<file path="src/rtl/conv_weight_streamer_pkg.sv">
// Shared defaults, word-width helper and FSM state encoding for the conv weight streamer.
package conv_weight_streamer_pkg;

  localparam int unsigned CW_CONV_CHANNEL = 4;
  localparam int unsigned CW_KERNEL_SIZE  = 25;
  localparam int unsigned CW_DATA_WIDTH   = 8;
  localparam int unsigned CW_PASS_W       = 10;

  function automatic int unsigned word_width(input int unsigned dw, input int unsigned ch);
    return dw * ch;
  endfunction

  typedef enum logic [1:0] {
    ST_IDLE   = 2'd0,
    ST_ISSUE  = 2'd1,
    ST_DRAIN  = 2'd2,
    ST_FINISH = 2'd3
  } state_e;

endpackage

</file>
<file path="src/rtl/conv_weight_streamer_skid_fifo.sv">
// Two-entry skid FIFO with registered head; push and pop may coincide at any occupancy.
module weight_skid_fifo #(
  parameter int unsigned WIDTH = 8
) (
  input  logic             clk,
  input  logic             rst_n,
  input  logic             i_push,
  input  logic [WIDTH-1:0] i_din,
  input  logic             i_pop,
  output logic [WIDTH-1:0] o_dout,
  output logic             o_valid,
  output logic [1:0]       o_count
);

  logic [WIDTH-1:0] r_head;
  logic [WIDTH-1:0] r_tail;
  logic [1:0]       r_count;
  logic             w_pop;

  assign w_pop   = i_pop && (r_count != 2'd0);
  assign o_dout  = r_head;
  assign o_valid = (r_count != 2'd0);
  assign o_count = r_count;

  always_ff @(posedge clk or negedge rst_n) begin
    if (!rst_n) begin
      r_head  <= '0;
      r_tail  <= '0;
      r_count <= '0;
    end else begin
      unique case ({i_push, w_pop})
        2'b10: begin
          if (r_count == 2'd0) r_head <= i_din;
          else                 r_tail <= i_din;
          if (r_count != 2'd2) r_count <= r_count + 2'd1;
        end
        2'b01: begin
          r_head  <= r_tail;
          r_count <= r_count - 2'd1;
        end
        2'b11: begin
          // occupancy unchanged; a full FIFO shifts tail forward while taking the new word
          if (r_count == 2'd2) begin
            r_head <= r_tail;
            r_tail <= i_din;
          end else begin
            r_head <= i_din;
          end
        end
        default: ;
      endcase
    end
  end

  a_no_overflow: assert property (@(posedge clk) disable iff (!rst_n)
    !(i_push && !w_pop && (r_count == 2'd2)));

endmodule

</file>
<file path="src/rtl/conv_weight_streamer.sv">
// Sweeps the weight ROM once per pass and streams tagged weight words over valid/ready.
module conv_weight_streamer
  import conv_weight_streamer_pkg::*;
#(
  parameter int unsigned CONV_CHANNEL = CW_CONV_CHANNEL,
  parameter int unsigned KERNEL_SIZE  = CW_KERNEL_SIZE,
  parameter int unsigned DATA_WIDTH   = CW_DATA_WIDTH,
  parameter int unsigned PASS_W       = CW_PASS_W
) (
  input  logic                                 clk,
  input  logic                                 rst_n,
  input  logic                                 start,
  input  logic [PASS_W-1:0]                    num_passes,
  output logic                                 busy,
  output logic                                 done,
  output logic                                 rom_en,
  output logic [$clog2(KERNEL_SIZE)-1:0]       rom_addr,
  input  logic [DATA_WIDTH*CONV_CHANNEL-1:0]   rom_data,
  output logic                                 w_valid,
  input  logic                                 w_ready,
  output logic [DATA_WIDTH*CONV_CHANNEL-1:0]   w_data,
  output logic [$clog2(KERNEL_SIZE)-1:0]       w_tap,
  output logic                                 w_last,
  output logic                                 w_pass_last
);

  localparam int unsigned TAP_W  = $clog2(KERNEL_SIZE);
  localparam int unsigned WORD_W = word_width(DATA_WIDTH, CONV_CHANNEL);
  localparam int unsigned SB_W   = TAP_W + 2;
  localparam logic [TAP_W-1:0] TAP_LAST = TAP_W'(KERNEL_SIZE - 1);

  state_e              r_state;
  state_e              w_next_state;
  logic [TAP_W-1:0]    r_tap;
  logic [PASS_W-1:0]   r_pass;
  logic [PASS_W-1:0]   r_num_passes;
  logic                r_inflight;
  logic [SB_W-1:0]     r_sb;

  logic                w_issue;
  logic                w_tap_wrap;
  logic                w_final_pass;
  logic                w_pop;
  logic [1:0]          w_count;
  logic [2:0]          w_occ;
  logic                w_fifo_valid;
  logic [WORD_W+SB_W-1:0] w_head;

  assign w_tap_wrap   = (r_tap == TAP_LAST);
  assign w_final_pass = (r_pass == r_num_passes - PASS_W'(1));
  assign w_pop        = w_fifo_valid && w_ready;
  // words already queued or in flight from the ROM, minus the one leaving this cycle
  assign w_occ        = 3'(w_count) + 3'(r_inflight) - 3'(w_pop);
  assign w_issue      = (r_state == ST_ISSUE) && (w_occ < 3'd2);

  assign rom_en      = w_issue;
  assign rom_addr    = r_tap;
  assign busy        = (r_state != ST_IDLE);
  assign done        = (r_state == ST_FINISH);
  assign w_valid     = w_fifo_valid;
  assign w_data      = w_head[WORD_W-1:0];
  assign w_tap       = w_head[WORD_W +: TAP_W];
  assign w_last      = w_head[WORD_W+SB_W-2];
  assign w_pass_last = w_head[WORD_W+SB_W-1];

  always_comb begin
    w_next_state = r_state;
    unique case (r_state)
      ST_IDLE:   if (start) w_next_state = (num_passes == '0) ? ST_FINISH : ST_ISSUE;
      ST_ISSUE:  if (w_issue && w_tap_wrap && w_final_pass) w_next_state = ST_DRAIN;
      ST_DRAIN:  if (w_pop && w_pass_last) w_next_state = ST_FINISH;
      ST_FINISH: w_next_state = ST_IDLE;
      default:   w_next_state = ST_IDLE;
    endcase
  end

  always_ff @(posedge clk or negedge rst_n) begin
    if (!rst_n) begin
      r_state      <= ST_IDLE;
      r_tap        <= '0;
      r_pass       <= '0;
      r_num_passes <= '0;
      r_inflight   <= 1'b0;
      r_sb         <= '0;
    end else begin
      r_state    <= w_next_state;
      r_inflight <= w_issue;
      if ((r_state == ST_IDLE) && start) begin
        r_num_passes <= num_passes;
        r_tap        <= '0;
        r_pass       <= '0;
      end else if (w_issue) begin
        r_sb <= {w_tap_wrap && w_final_pass, w_tap_wrap, r_tap};
        if (w_tap_wrap) begin
          r_tap  <= '0;
          r_pass <= r_pass + PASS_W'(1);
        end else begin
          r_tap <= r_tap + TAP_W'(1);
        end
      end
    end
  end

  weight_skid_fifo #(
    .WIDTH(WORD_W + SB_W)
  ) u_fifo (
    .clk    (clk),
    .rst_n  (rst_n),
    .i_push (r_inflight),
    .i_din  ({r_sb, rom_data}),
    .i_pop  (w_pop),
    .o_dout (w_head),
    .o_valid(w_fifo_valid),
    .o_count(w_count)
  );

endmodule

</file>
<file path="config.mk">
export PLATFORM = sky130hd
export DESIGN_NAME = conv_weight_streamer
export DESIGN_NICKNAME = d
export VERILOG_FILES = /design/src/rtl/conv_weight_streamer_pkg.sv /design/src/rtl/conv_weight_streamer_skid_fifo.sv /design/src/rtl/conv_weight_streamer.sv
export SDC_FILE = /design/constraint.sdc
export NUM_CORES = 1
export LEC_CHECK = 0
export ABC_AREA = 1
export CAP_MARGIN = 20
export CORE_MARGIN = 2
export CORE_UTILIZATION = 45
export CTS_CLUSTER_SIZE = 8
export DETAILED_ROUTE_END_ITERATION = 10
export MAX_ROUTING_LAYER = met4
export PLACE_DENSITY = 0.73
export REMOVE_ABC_BUFFERS = 1
export SYNTH_ARGS = -nofsm -noshare
export SYNTH_HDL_FRONTEND = slang
export SYNTH_HIERARCHICAL = 1
export SYNTH_SLANG_ARGS = --single-unit
</file>
<file path="constraint.sdc">
create_clock -name clk -period 7.2 [get_ports clk]
set_input_delay 1.44 -clock clk [delete_from_list [all_inputs] [get_ports clk]]
set_output_delay 1.44 -clock clk [all_outputs]
set_load 0.02 [all_outputs]
</file>
== Word-level counts from Yosys, hierarchy flattened ==
Cells that the tools add are included.

* $add $sub $neg: 7
* Magnitude comparators: 1
* Equal/unequal tests: 17
* Mux-type cells: 19
* Bitwise gates (word level): 1
* Reduce and logical (&&, ||, !) cells: 24

{| class="wikitable"
|+ Operator list
! kind !! number
|-
| $mux 39 || 4
|-
| $pmux 39 s3 || 1
|-
| $pmux 39 s2 || 1
|-
| $mux 10 || 3
|-
| $mux 5 || 3
|-
| $reduce_bool 2->1 || 6
|-
| $add 10x1->10 const B || 1
|-
| $eq 10x10->1 || 1
|-
| $eq 2x2->1 const B || 5
|-
| $logic_not 10->1 || 1
|-
| $mux 2 || 5
|-
| $sub 10x1->10 const B || 1
|-
| $logic_and 1x1->1 || 8
|-
| $ne 2x1->1 const B || 4
|-
| $ne 2x2->1 const B || 4
|-
| $pmux 2 s4 || 1
|-
| $reduce_and 2->1 || 4
|-
| $reduce_and 3->1 || 2
|-
| $add 5x1->5 const B || 1
|-
| $eq 5x5->1 const B || 1
|-
| $eq 2x1->1 const B || 2
|-
| $logic_not 2->1 || 2
|-
| $pmux 2 s2 || 1
|-
| $add 2x1->3 || 1
|-
| other kinds (6) || 6
|}

* Flip-flop bits (word level): 115
* Bits of input ports: 46
* Output and inout bits: 48
* Logic and storage cells: 78

== Depth between registers and ports, before layout ==
* Word-level depth: 9
* Depth in mapped cells: 17

== By module ==
The synthesis kept the hierarchy.

{| class="wikitable"
|+ Modules (own cells, without submodules)
! module !! times used !! cells each !! area an instance (um2) !! sequential area each (um2)
|-
| weight_skid_fifo || 1 || 407 || 3519.6 || 2001.9
|-
| conv_weight_streamer || 1 || 269 || 2082.0 || 875.8
|}

== Worst setup path before layout ==
Ideal clock, no wire load.

* Path type: input -> output
* From: input w_ready
* To: output rom_en
* Arrival time: 2.780 ns
* Slack: 2.980 ns
* Stages on the path: 9
* Buffers on the path: 0
* Cells stage by stage: nand2_1 inv_1 ha_1 inv_1 nand2_1 fa_1 xnor2_1 nand3_1 inv_1

* Cells in the longest elaborated chain, start to end: 4

{| class="wikitable"
|+ RTL lines
! item !! line !! text
|-
| from (decl) || conv_weight_streamer.sv:20 || <nowiki>input logic w_ready,</nowiki>
|-
| $logic_and 1x1->1 || conv_weight_streamer.sv:51 || <nowiki>assign w_pop = w_fifo_valid && w_ready;</nowiki>
|-
| named net w_pop || conv_weight_streamer.sv:43 || <nowiki>logic w_pop;</nowiki>
|-
| $sub 3x1->3 || conv_weight_streamer.sv:53 || <nowiki>assign w_occ = 3'(w_count) + 3'(r_inflight) - 3'(w_pop);</nowiki>
|-
| $lt 3x2->1 || conv_weight_streamer.sv:54 || <nowiki>assign w_issue = (r_state == ST_ISSUE) && (w_occ < 3'd2);</nowiki>
|-
| $logic_and 1x1->1 || conv_weight_streamer.sv:54 ||
|-
| to (decl) || conv_weight_streamer.sv:16 || <nowiki>output logic rom_en,</nowiki>
|}

The timed path passes the listed nets, and every way through them passes these cells.

== Final worst setup path ==
Ends and elaborated chain as after synthesis.

==> reports/results.tsv <==
stage	metric	value	unit
sta	slew_violations	0	
die	fp.dieW	116	um
run_status	status	completed	
critical_path	cp.arrival	3.93	ns
sta	setup_viol	0	
critical_path	cp-end-kind	output port	
sta	period_share	74.6	%
critical_path	path_common_cell	inv_1	
clocking	post_cts_buffers	0	
die	design.core.area	12100	um^2
sta	finalHoldViolCount	0	
global_route	grt_max_degree	79	
cells_and_area	mostFrequentLayoutCells	184 x nand2_1, 115 x dfrtp_1, 92 x clkdlybuf4s50_1	
clocking	cts_max_level	4	
global_route	antenna_found_initial	0	
route	ant_nets	0	
route	drt-initial-drc-count	389	
clocking	cts_buffers	17	
clocking	cts_max_path_buffers	2	
cells_and_area	drive_above_1_share	6.98	%
sta	timing.final.crit_period	5.37	ns
die	dieHeight	116	um
critical_path	ff2ff_setup_slack	4.18	ns
synth	synth_edf_count	0	
sta	worst_clock_skew	0.00986	ns
route	dr.pass1.iters	5	
critical_path	critical_path.cell_chain	clkdlybuf4s50_1, nand2_1, inv_1, ha_1, inv_1, nand2_1, fa_1, xnor2_1, nand3_1, inv_1, clkdlybuf4s50_1	
placement	portBuffers	93	
route	remaining_drc_errors	0	
critical_path	path_class	input pin to output port	
run	max_cap_violations	0	
die	rows	40	
global_route	grt_pass1_wl	21500	um
critical_path	crit_family	buffers and inverters	
worst_hold_path	worstHoldPathType	register to register	
synth	ys_seq_area_share	51.4	%
synth	syn_avg_cell_area	8.29	um^2
die	dieArea	13400	um^2
critical_path	cp_slowest_stage_delay	0.66	ns
critical_path	cp-start-kind	input pin	
clocking	cts_tree	done	
synth	yosysWarnings	6	
sta	maxSlewHeadroom	41.0	%
sta	worst_pin_slew	0.882	ns
route	viasPerCell	5.09	
critical_path	cp.buffers_inverters	5	
sta	fmax	186	MHz
global_route	track_usage	21.1	%
power	cellPowerDensity	450	nW/um^2
route	vias	4799	
global_route	grt_pass1_vias	4693	
synth	async_flop_share	100	%
cells_and_area	layout_commonest_cell	nand2_1	
die	initial_core_util	46.4	%
sta	setup_tns	0	ns
synth	ys.flop_type	dfrtp_1	
cells_and_area	fin_nets	820	
clocking	ctsResizeCount	0	
placement	gp_congestion	0.844	
route	wl_per_cell	13.8	um
synth	synthCells	676	
critical_path	cp_data_required_time	5.76	ns
die	num_io_pins	94	
clocking	clock_sinks	115	
sta	rsz0062_at_grt	no	
route	routed_wl	13000	um
clocking	cts_root_buf	clkbuf_16	
global_route	overflow	0	
clocking	holdBufCountCts	0	
cells_and_area	area_growth	27.9	%
clocking	cts.clk_slew.worst_paths	0.05	ns
synth	synth_area	5600	um^2
synth	ys_types	33	
critical_path	critPathMaxFanout	6	
critical_path	crit_slowest_cell	clkdlybuf4s50_1	
power	irDropWorstVdd	0.176	mV
placement	postPlaceCellArea	6610	um^2
cells_and_area	num_antenna_cells	0	
synth	ys_ff_latch	115	
placement	hpwl	8450	um
cells_and_area	final_util	59.4	%
clocking	worstSkewPairLatency	0.42	ns
cells_and_area	stdcell_area	7160	um^2
power	p_leak	3.31	nW
-- per-layer routing --
metal	routed length [um]	up-vias	part of all wire [%]	global-route usage [%]
met1	5600	2276	43	24.4
met2	6350	158	49	35.0
met3	863	21	6.6	5.39
met4	225	0	1.7	8.84
met5	0	-	0	-
li1	-	2344	-	-
-- logic make-up after synthesis --
kind of cell | after synthesis | synth area share, %
AND/OR/NAND/NOR | 313 | 24.2
buffers and inverters | 120 | 8.85
flip-flops | 115 | 51.4
AO/OA/AOI/OAI | 101 | 10.5
XOR/XNOR | 15 | 2.35
adder cells (fa/ha/maj) | 11 | 2.59
multiplexers | 1 | 0.179
-- layout make-up --
| cell class | instances | area (um^2) |
|---|---|---|
| fill | 1020 | 4900 |
| sequential | 115 | 2880 |
| multi-input combinational | 441 | 2230 |
| clock inverter | 5 | 52.6 |
| timing repair buffer | 96 | 963 |
| tap | 168 | 210 |
| inverter | 92 | 345 |
| clock buffer | 25 | 485 |
-- flip-flops by register name, summed over array words and instances, names as in the netlist --
signal,cells
u_fifo/o_dout,39
u_fifo/r_tail,39
r_num_passes,10
r_pass,10
r_sb,7
rom_addr,5
r_state,2
u_fifo/o_count,2
r_inflight,1
-- per-stage QoR --
| stage | hold slack, ns | power (mW) | setup slack [ns] | std cells |
|---|---|---|---|---|
| 2_1_floorplan | 0.469 | 1.93 | 2.98 | 648 |
| 3_3_place_gp | 0.462 | 2.40 | 1.87 | 911 |
| 3_5_place_dp | 0.466 | 2.46 | 1.85 | 911 |
| 4_1_cts | 0.480 | 3.24 | 1.81 | 941 |
| 5_1_grt | 0.498 | 3.45 | 1.67 | 942 |
| 6_report | 0.477 | 3.22 | 1.83 | 942 |
-- path summary, 6_finish.rpt --
check,startpoint,end,cells past startpoint
max,w_ready,rom_en,11
min,u_fifo/o_dout[21],u_fifo/o_dout[21],2
max reg2reg,u_fifo/o_count[1],r_pass[9],16
min reg2reg,u_fifo/o_dout[21],u_fifo/o_dout[21],2
max in group asynchronous,rst_n,u_fifo/o_dout[37],2
min in group asynchronous,rst_n,u_fifo/o_dout[5],1
-- synthesized netlist by cell type (2+ instances only) --
library cell | number | share of area [%]
a21oi_1 | 8 | 0.71
and3_1 | 2 | 0.22
buf_2 | 18 | 1.6
buf_4 | 4 | 0.54
clkbuf_1 | 5 | 0.34
dfrtp_1 | 115 | 51
ha_1 | 10 | 2.2
inv_1 | 85 | 5.7
inv_2 | 7 | 0.47
nand2_1 | 184 | 12
nand2_2 | 9 | 1.0
nand3_1 | 74 | 6.6
nand4_1 | 4 | 0.45
nor2_1 | 24 | 1.6
nor2_2 | 4 | 0.45
nor3_1 | 5 | 0.45
nor4_1 | 2 | 0.22
o211ai_1 | 25 | 3.4
o21ai_0 | 48 | 4.3
o21ai_1 | 14 | 1.3
o22ai_1 | 4 | 0.45
xnor2_1 | 8 | 1.3
xor2_1 | 7 | 1.1
-- worst min-delay path: stages (launching register included) --
cell,delay [ns]
dfrtp_1,0.34
nand2_1,0.06
nand2_1,0.05
-- power breakdown --
group	leakage [nW]	switching (mW)	internal [mW]	total (mW)
Clock	0.263	0.268	0.494	0.762
Sequential	1.45	0.157	0.923	1.08
Combinational	1.60	0.832	0.547	1.38
Power figures use the tool's default switching activity.
